`src/rtl/led_pkg.sv`:
```
// Shared types for the structured-light capture path: accumulator request codes,
// sequencer states and the per-pixel brightness class.
package led_pkg;

  typedef enum logic [1:0] {
    READ       = 2'd0,
    WRITE      = 2'd1,
    WRITE_OVER = 2'd2,
    DISABLE    = 2'd3
  } accum_request_t;

  typedef enum logic [1:0] {
    IDLE    = 2'd0,
    ARM     = 2'd1,
    CAPTURE = 2'd2,
    DRAIN   = 2'd3
  } seq_state_t;

  typedef struct packed {
    logic bit_val;
    logic ambiguous;
  } luma_class_t;

endpackage

```
`src/rtl/luma_classifier.sv`:
```
// Combinational ON/OFF/ambiguous decision for one pixel; zero latency, no flow control.
// When thresh_lo_i >= thresh_hi_i the ON compare wins and no ambiguous band exists.
module luma_classifier
  import led_pkg::*;
#(
  parameter int LUMA_W = 8
) (
  input  logic [LUMA_W-1:0] luma_i,
  input  logic [LUMA_W-1:0] thresh_hi_i,
  input  logic [LUMA_W-1:0] thresh_lo_i,
  output luma_class_t       cls_o
);

  logic is_on;
  logic is_off;

  assign is_on  = (luma_i >= thresh_hi_i);
  assign is_off = !is_on && (luma_i <= thresh_lo_i);

  assign cls_o.bit_val   = is_on;
  assign cls_o.ambiguous = !is_on && !is_off;

endmodule

```
`src/rtl/led_bit_sequencer.sv`:
```
// Turns the thresholded pixel stream of NUM_FRAMES frames into accumulate requests.
// Requests are registered, 1 cycle after the pixel; no backpressure, hazards drop the request.
module led_bit_sequencer
  import led_pkg::*;
#(
  parameter int  DEPTH        = 57600,
  parameter int  NUM_FRAMES   = 8,
  parameter int  LUMA_W       = 8,
  parameter int  DRAIN_CYCLES = 3,
  localparam int AW           = $clog2(DEPTH),
  localparam int FW           = $clog2(NUM_FRAMES + 1)
) (
  input  logic              clk_in,
  input  logic              rst_n_in,
  input  logic              start_in,
  input  logic              abort_in,
  input  logic              frame_start_in,
  input  logic              pixel_valid_in,
  input  logic [AW-1:0]     pixel_addr_in,
  input  logic [LUMA_W-1:0] luma_in,
  input  logic [LUMA_W-1:0] thresh_hi_in,
  input  logic [LUMA_W-1:0] thresh_lo_in,
  output logic [AW-1:0]     addr_out,
  output logic              summand_out,
  output logic [1:0]        request_type_out,
  output logic              request_valid_out,
  output logic [FW-1:0]     frame_idx_out,
  output logic              busy_out,
  output logic              done_out,
  output logic              hazard_out
);

  localparam int             DCW        = (DRAIN_CYCLES > 1) ? $clog2(DRAIN_CYCLES) : 1;
  localparam logic [DCW-1:0] DRAIN_LAST = DCW'((DRAIN_CYCLES > 0) ? DRAIN_CYCLES - 1 : 0);
  localparam logic [FW-1:0]  LAST_FRAME = FW'(NUM_FRAMES - 1);
  localparam logic [AW:0]    DEPTH_W    = (AW + 1)'(DEPTH);

  seq_state_t     state_q,     state_d;
  logic [FW-1:0]  frame_idx_q, frame_idx_d;
  logic [DCW-1:0] drain_cnt_q, drain_cnt_d;
  logic           done_q,      done_d;
  logic           hazard_q,    hazard_d;
  logic [AW-1:0]  addr_q,      addr_d;
  logic           vld_q,       vld_d;
  logic           summand_q,   summand_d;
  accum_request_t type_q,      type_d;
  logic [AW-1:0]  addr_prev_q;
  logic           vld_prev_q;

  luma_class_t cls;
  logic        capture;
  logic        in_range;
  logic        hazard_hit;
  logic        candidate;
  logic        issue;

  luma_classifier #(
    .LUMA_W (LUMA_W)
  ) u_classifier (
    .luma_i      (luma_in),
    .thresh_hi_i (thresh_hi_in),
    .thresh_lo_i (thresh_lo_in),
    .cls_o       (cls)
  );

  always_comb begin
    state_d     = state_q;
    frame_idx_d = frame_idx_q;
    drain_cnt_d = drain_cnt_q;
    done_d      = 1'b0;
    capture     = 1'b0;

    if (abort_in && (state_q != IDLE)) begin
      state_d = IDLE;
    end else begin
      case (state_q)
        IDLE: begin
          if (start_in) begin
            state_d     = ARM;
            frame_idx_d = '0;
          end
        end
        ARM: begin
          if (frame_start_in) begin
            state_d     = CAPTURE;
            frame_idx_d = '0;
            capture     = 1'b1;
          end
        end
        CAPTURE: begin
          if (frame_start_in) begin
            // The frame_start after the last frame ends the sequence; its pixel is not part of the code.
            if (frame_idx_q == LAST_FRAME) begin
              state_d     = DRAIN;
              drain_cnt_d = '0;
            end else begin
              frame_idx_d = frame_idx_q + 1'b1;
              capture     = 1'b1;
            end
          end else begin
            capture = 1'b1;
          end
        end
        DRAIN: begin
          if (drain_cnt_q == DRAIN_LAST) begin
            state_d = IDLE;
            done_d  = 1'b1;
          end else begin
            drain_cnt_d = drain_cnt_q + 1'b1;
          end
        end
        default: state_d = IDLE;
      endcase
    end
  end

  // The accumulator's 2-cycle read latency means the last two issued addresses are still in flight.
  always_comb begin
    in_range   = ({1'b0, pixel_addr_in} < DEPTH_W);
    hazard_hit = (vld_q && (addr_q == pixel_addr_in)) ||
                 (vld_prev_q && (addr_prev_q == pixel_addr_in));
    candidate  = capture && pixel_valid_in && in_range;
    issue      = candidate && !hazard_hit;

    hazard_d = hazard_q;
    if ((state_q == IDLE) && start_in && !abort_in) begin
      hazard_d = 1'b0;
    end else if (candidate && hazard_hit) begin
      hazard_d = 1'b1;
    end

    vld_d     = issue;
    addr_d    = addr_q;
    summand_d = summand_q;
    type_d    = type_q;
    if (issue) begin
      addr_d = pixel_addr_in;
      if (cls.ambiguous) begin
        type_d    = DISABLE;
        summand_d = 1'b0;
      end else begin
        type_d    = (frame_idx_d == '0) ? WRITE_OVER : WRITE;
        summand_d = cls.bit_val;
      end
    end
  end

  always_ff @(posedge clk_in or negedge rst_n_in) begin
    if (!rst_n_in) begin
      state_q     <= IDLE;
      frame_idx_q <= '0;
      drain_cnt_q <= '0;
      done_q      <= 1'b0;
      hazard_q    <= 1'b0;
      addr_q      <= '0;
      vld_q       <= 1'b0;
      summand_q   <= 1'b0;
      type_q      <= READ;
      addr_prev_q <= '0;
      vld_prev_q  <= 1'b0;
    end else begin
      state_q     <= state_d;
      frame_idx_q <= frame_idx_d;
      drain_cnt_q <= drain_cnt_d;
      done_q      <= done_d;
      hazard_q    <= hazard_d;
      addr_q      <= addr_d;
      vld_q       <= vld_d;
      summand_q   <= summand_d;
      type_q      <= type_d;
      addr_prev_q <= addr_q;
      vld_prev_q  <= vld_q;
    end
  end

  assign addr_out          = addr_q;
  assign summand_out       = summand_q;
  assign request_type_out  = type_q;
  assign request_valid_out = vld_q;
  assign frame_idx_out     = frame_idx_q;
  assign busy_out          = (state_q != IDLE);
  assign done_out          = done_q;
  assign hazard_out        = hazard_q;

endmodule

```
`config.mk`:
```
export PLATFORM = sky130hd
export DESIGN_NAME = led_bit_sequencer
export DESIGN_NICKNAME = d
export VERILOG_FILES = /design/src/rtl/led_pkg.sv /design/src/rtl/luma_classifier.sv /design/src/rtl/led_bit_sequencer.sv
export SDC_FILE = /design/constraint.sdc
export NUM_CORES = 1
export LEC_CHECK = 0
export CORE_MARGIN = 4
export CORE_UTILIZATION = 50
export CTS_BUF_LIST = sky130_fd_sc_hd__clkbuf_4
export CTS_CLUSTER_SIZE = 14
export DETAILED_ROUTE_END_ITERATION = 12
export DONT_BUFFER_PORTS = 1
export GPL_TIMING_DRIVEN = 0
export SLEW_MARGIN = 20
export SYNTH_ARGS = -nofsm -noshare
export SYNTH_HDL_FRONTEND = slang
export SYNTH_SLANG_ARGS = --single-unit
```
`constraint.sdc`:
```
create_clock -name clk_in -period 3.3 [get_ports clk_in]
set_clock_uncertainty 0.1 [all_clocks]
set_input_delay 0.825 -clock clk_in [delete_from_list [all_inputs] [get_ports clk_in]]
set_output_delay 0.825 -clock clk_in [all_outputs]
set_load 0.05 [all_outputs]
```
==> impl_metrics.env <==
export IMPL_slew_headroom_pct=60.6
export IMPL_fin_area_sq_um=2790
export IMPL_dp_hpwl_um=4300
export IMPL_synth_cells=230
export IMPL_report_final_slew_viol_count=0
export IMPL_vdd_drop_max_v=0.000335
export IMPL_finalSetupViolations=0
export IMPL_ys_top_cells_by_area="dfrtp_1 (45%), ha_1 (11%), xor2_1 (10%), mux2_1 (7.4%), inv_1 (3.0%)"
export IMPL_synth_top_area_share_pct=45.3
export IMPL_hold_class="primary input to async pin"
export IMPL_cts_sinks=47
export IMPL_place_area_sq_um=2680
export IMPL_io_buffers=0
export IMPL_coreArea_sq_um=4880
export IMPL_crit_path_end_kind="register"
export IMPL_cp_required_ns=3.47
export IMPL_ant_nets=0
export IMPL_clk_pin_slew_ns=0.13
export IMPL_cts_tree="yes"
export IMPL_initial_core_util_pct=53.3
export IMPL_cp_top_family="simple AND/OR/NAND/NOR gates"
export IMPL_ys_flop_type="dfrtp_1"
export IMPL_cp_data_arrival_time_ns=2.84
export IMPL_path_buf_inv=0
export IMPL_power_switching_fraction_pct=45.9
export IMPL_drt_pass1_iterations=4
export IMPL_rsz0062_at_grt="false"
export IMPL_cts_max_level=2
export IMPL_vias_per_cell=5.64
export IMPL_worstPathMaxFanout=5
export IMPL_clkPwrFrac_pct=16.3
export IMPL_antenna_found_initial=0
export IMPL_grt_overflow_total=0
export IMPL_root_buffer="clkbuf_4"
export IMPL_powerDensity_nw_per_um2=913
export IMPL_routed_via_count=1719
export IMPL_path_class="register to register"
export IMPL_cts_hold_buffers=0
export IMPL_drc=0
export IMPL_grt_max_degree=48
export IMPL_status="finished, final reports clean"
export IMPL_synth_edf_count=0
export IMPL_ys_seq_elements=47
export IMPL_synth_largest_area_cell="dfrtp_1"
export IMPL_clock_latency_ns=0.35
export IMPL_max_freq_mhz=375
export IMPL_r2r_start="frame_idx_out[0]$_DFF_PN0_"
export IMPL_die_w_um=80.1
export IMPL_slowest_stage="dfrtp_1"
export IMPL_grtUsageTotal_pct=17.6
export IMPL_period_share_pct=80.9
export IMPL_fin_crit_ns=2.67
export IMPL_post_cts_resized=0
export IMPL_pre_cts_ws_ns=0.404
export IMPL_seqPwrFrac_pct=57.6
export IMPL_cts_buffers=5
export IMPL_setup_ws_ns=0.632
export IMPL_startpoint_type="register"
export IMPL_setup_tns_ns=0
export IMPL_worstMarginPinSlew_ns=0.590
export IMPL_hold_viol_final=0
export IMPL_p_int_uw=1380
export IMPL_worst_path_largest_cell_delay_ns=0.74
export IMPL_nets=305
export IMPL_maxCapViolCount=0
export IMPL_pwr_share_comb_pct=26.1
export IMPL_netlist_area_sq_um=2600
export IMPL_dieHeight_um=80.1
export IMPL_cts_buffer_depth=2
export IMPL_grt_pass1_wl_um=8660
export IMPL_ys_seq_area_share_pct=45.3
export IMPL_crit_start="frame_idx_out[0]$_DFF_PN0_"
export IMPL_hold_slack_ns=0.0478
export IMPL_row_count=25
export IMPL_crit_chain="ha_1 > nand3b_1 > and3_2 > nor3b_1 > a21o_1 > or4_1 > a31oi_1"
export IMPL_routed_wirelength_um=5280
export IMPL_ys_types=43
export IMPL_yosys_warnings=0
export IMPL_p_leak_uw=0.00135
export IMPL_syn_to_final_growth_pct=7.27
export IMPL_drive_gt1_share_pct=8.40
export IMPL_synth_nets=298
export IMPL_drt_iter0_drc=65
export IMPL_routabilityCongestion=0.822
export IMPL_n_antenna_cell=0
export IMPL_die_area_sq_um=6420
export IMPL_routedWlPerCell_um=17.3
export IMPL_grt_pass1_vias=1812
export IMPL_post_cts_setup_buffers=0
export IMPL_ios=73
export IMPL_async_reset_ff_share_pct=100
export IMPL_p_sw_uw=1170
export IMPL_synth_area_per_cell_sq_um=11.3
-- worst paths after layout --
kind	endpoint	slack, ns	cells after the start
max	request_type_out[1]$_DFFE_PN0P_	0.63	7
max reg2reg	request_type_out[1]$_DFFE_PN0P_	0.63	7
max in group asynchronous	addr_out[14]$_DFFE_PN0P_	2.97	0
min reg2reg	drain_cnt_q[1]$_DFFE_PN0P_	0.46	2
min	addr_prev_q[11]$_DFF_PN0_	0.05	0
min in group clk_in	drain_cnt_q[1]$_DFFE_PN0P_	0.46	2
-- cell usage after synthesis, types with 6 or more instances --
cell	n
ha_1	22
xor2_1	30
nand4_1	7
a21oi_1	7
o21ai_0	7
nor4_1	7
dfrtp_1	47
mux2_1	17
nor2_1	7
nor2b_1	6
nand2_1	11
inv_1	21
-- final cells by class --
type	count	area, sq um
buffer	3	27.5
fill	441	2090
tap	67	83.8
inverter	21	78.8
sequential	47	1180
clock inverter	2	60.1
clock buffer	6	45.0
multi-input combinational	159	1320
-- flip-flops by register name, summed over array words and instances, names as in the netlist --
| register | count |
|---|---|
| request_type_out | 2 |
| vld_prev_q | 1 |
| summand_out | 1 |
| request_valid_out | 1 |
| done_out | 1 |
| frame_idx_out | 4 |
| state_q | 2 |
| addr_out | 16 |
| hazard_out | 1 |
| drain_cnt_q | 2 |
| addr_prev_q | 16 |
-- cell families (layout without fill, tap and decap cells) --
group                    after synthesis  count (layout)  synth area share [%]
flip-flops                            47              47                  45.3
multiplexers                          19              19                  8.14
AND/OR/NAND/NOR                       55              55                  12.8
buffers and inverters                 24              32                  4.09
AO/OA/AOI/OAI                         31              31                  8.38
adder cells (fa/ha/maj)               22              22                  10.6
XOR/XNOR                              32              32                  10.8
-- cell usage in the layout (no fill, tap or decap), types with 6 or more instances in the layout --
master / instances
nand4_1: 7
ha_1: 22
dfrtp_1: 47
nor2b_1: 6
nor4_1: 7
clkbuf_4: 6
nand2_1: 11
a21oi_1: 7
o21ai_0: 7
xor2_1: 30
inv_1: 21
mux2_1: 17
nor2_1: 7
-- per-stage QoR --
stage	cells	power [uW]	util, %
finish	305	2550	57.1
global route	305	2710	57.1
floorplan	230	1980	-
global placement	297	2100	55.0
detailed placement	297	2160	55.0
CTS	305	2580	57.1
-- per-layer routing --
| metal | GRT usage [%] | share of wire [%] | vias to the layer above |
|---|---|---|---|
| met2 | 30.7 | 52 | 63 |
| met4 | 5.07 | 1.3 | 0 |
| met5 | 0 | 0 | - |
| met1 | 19.9 | 38 | 827 |
| met3 | 6.61 | 9.0 | 8 |
| li1 | - | - | 821 |
-- power groups by stage --
stage               clock network [uW]  logic (uW)  registers, uW
floorplan                            0         551           1420
global placement                     0         630           1480
detailed placement                   0         670           1490
CTS                                429         673           1480
global route                       455         751           1500
finish                             414         664           1470
(Power assumes the default switching activity.)
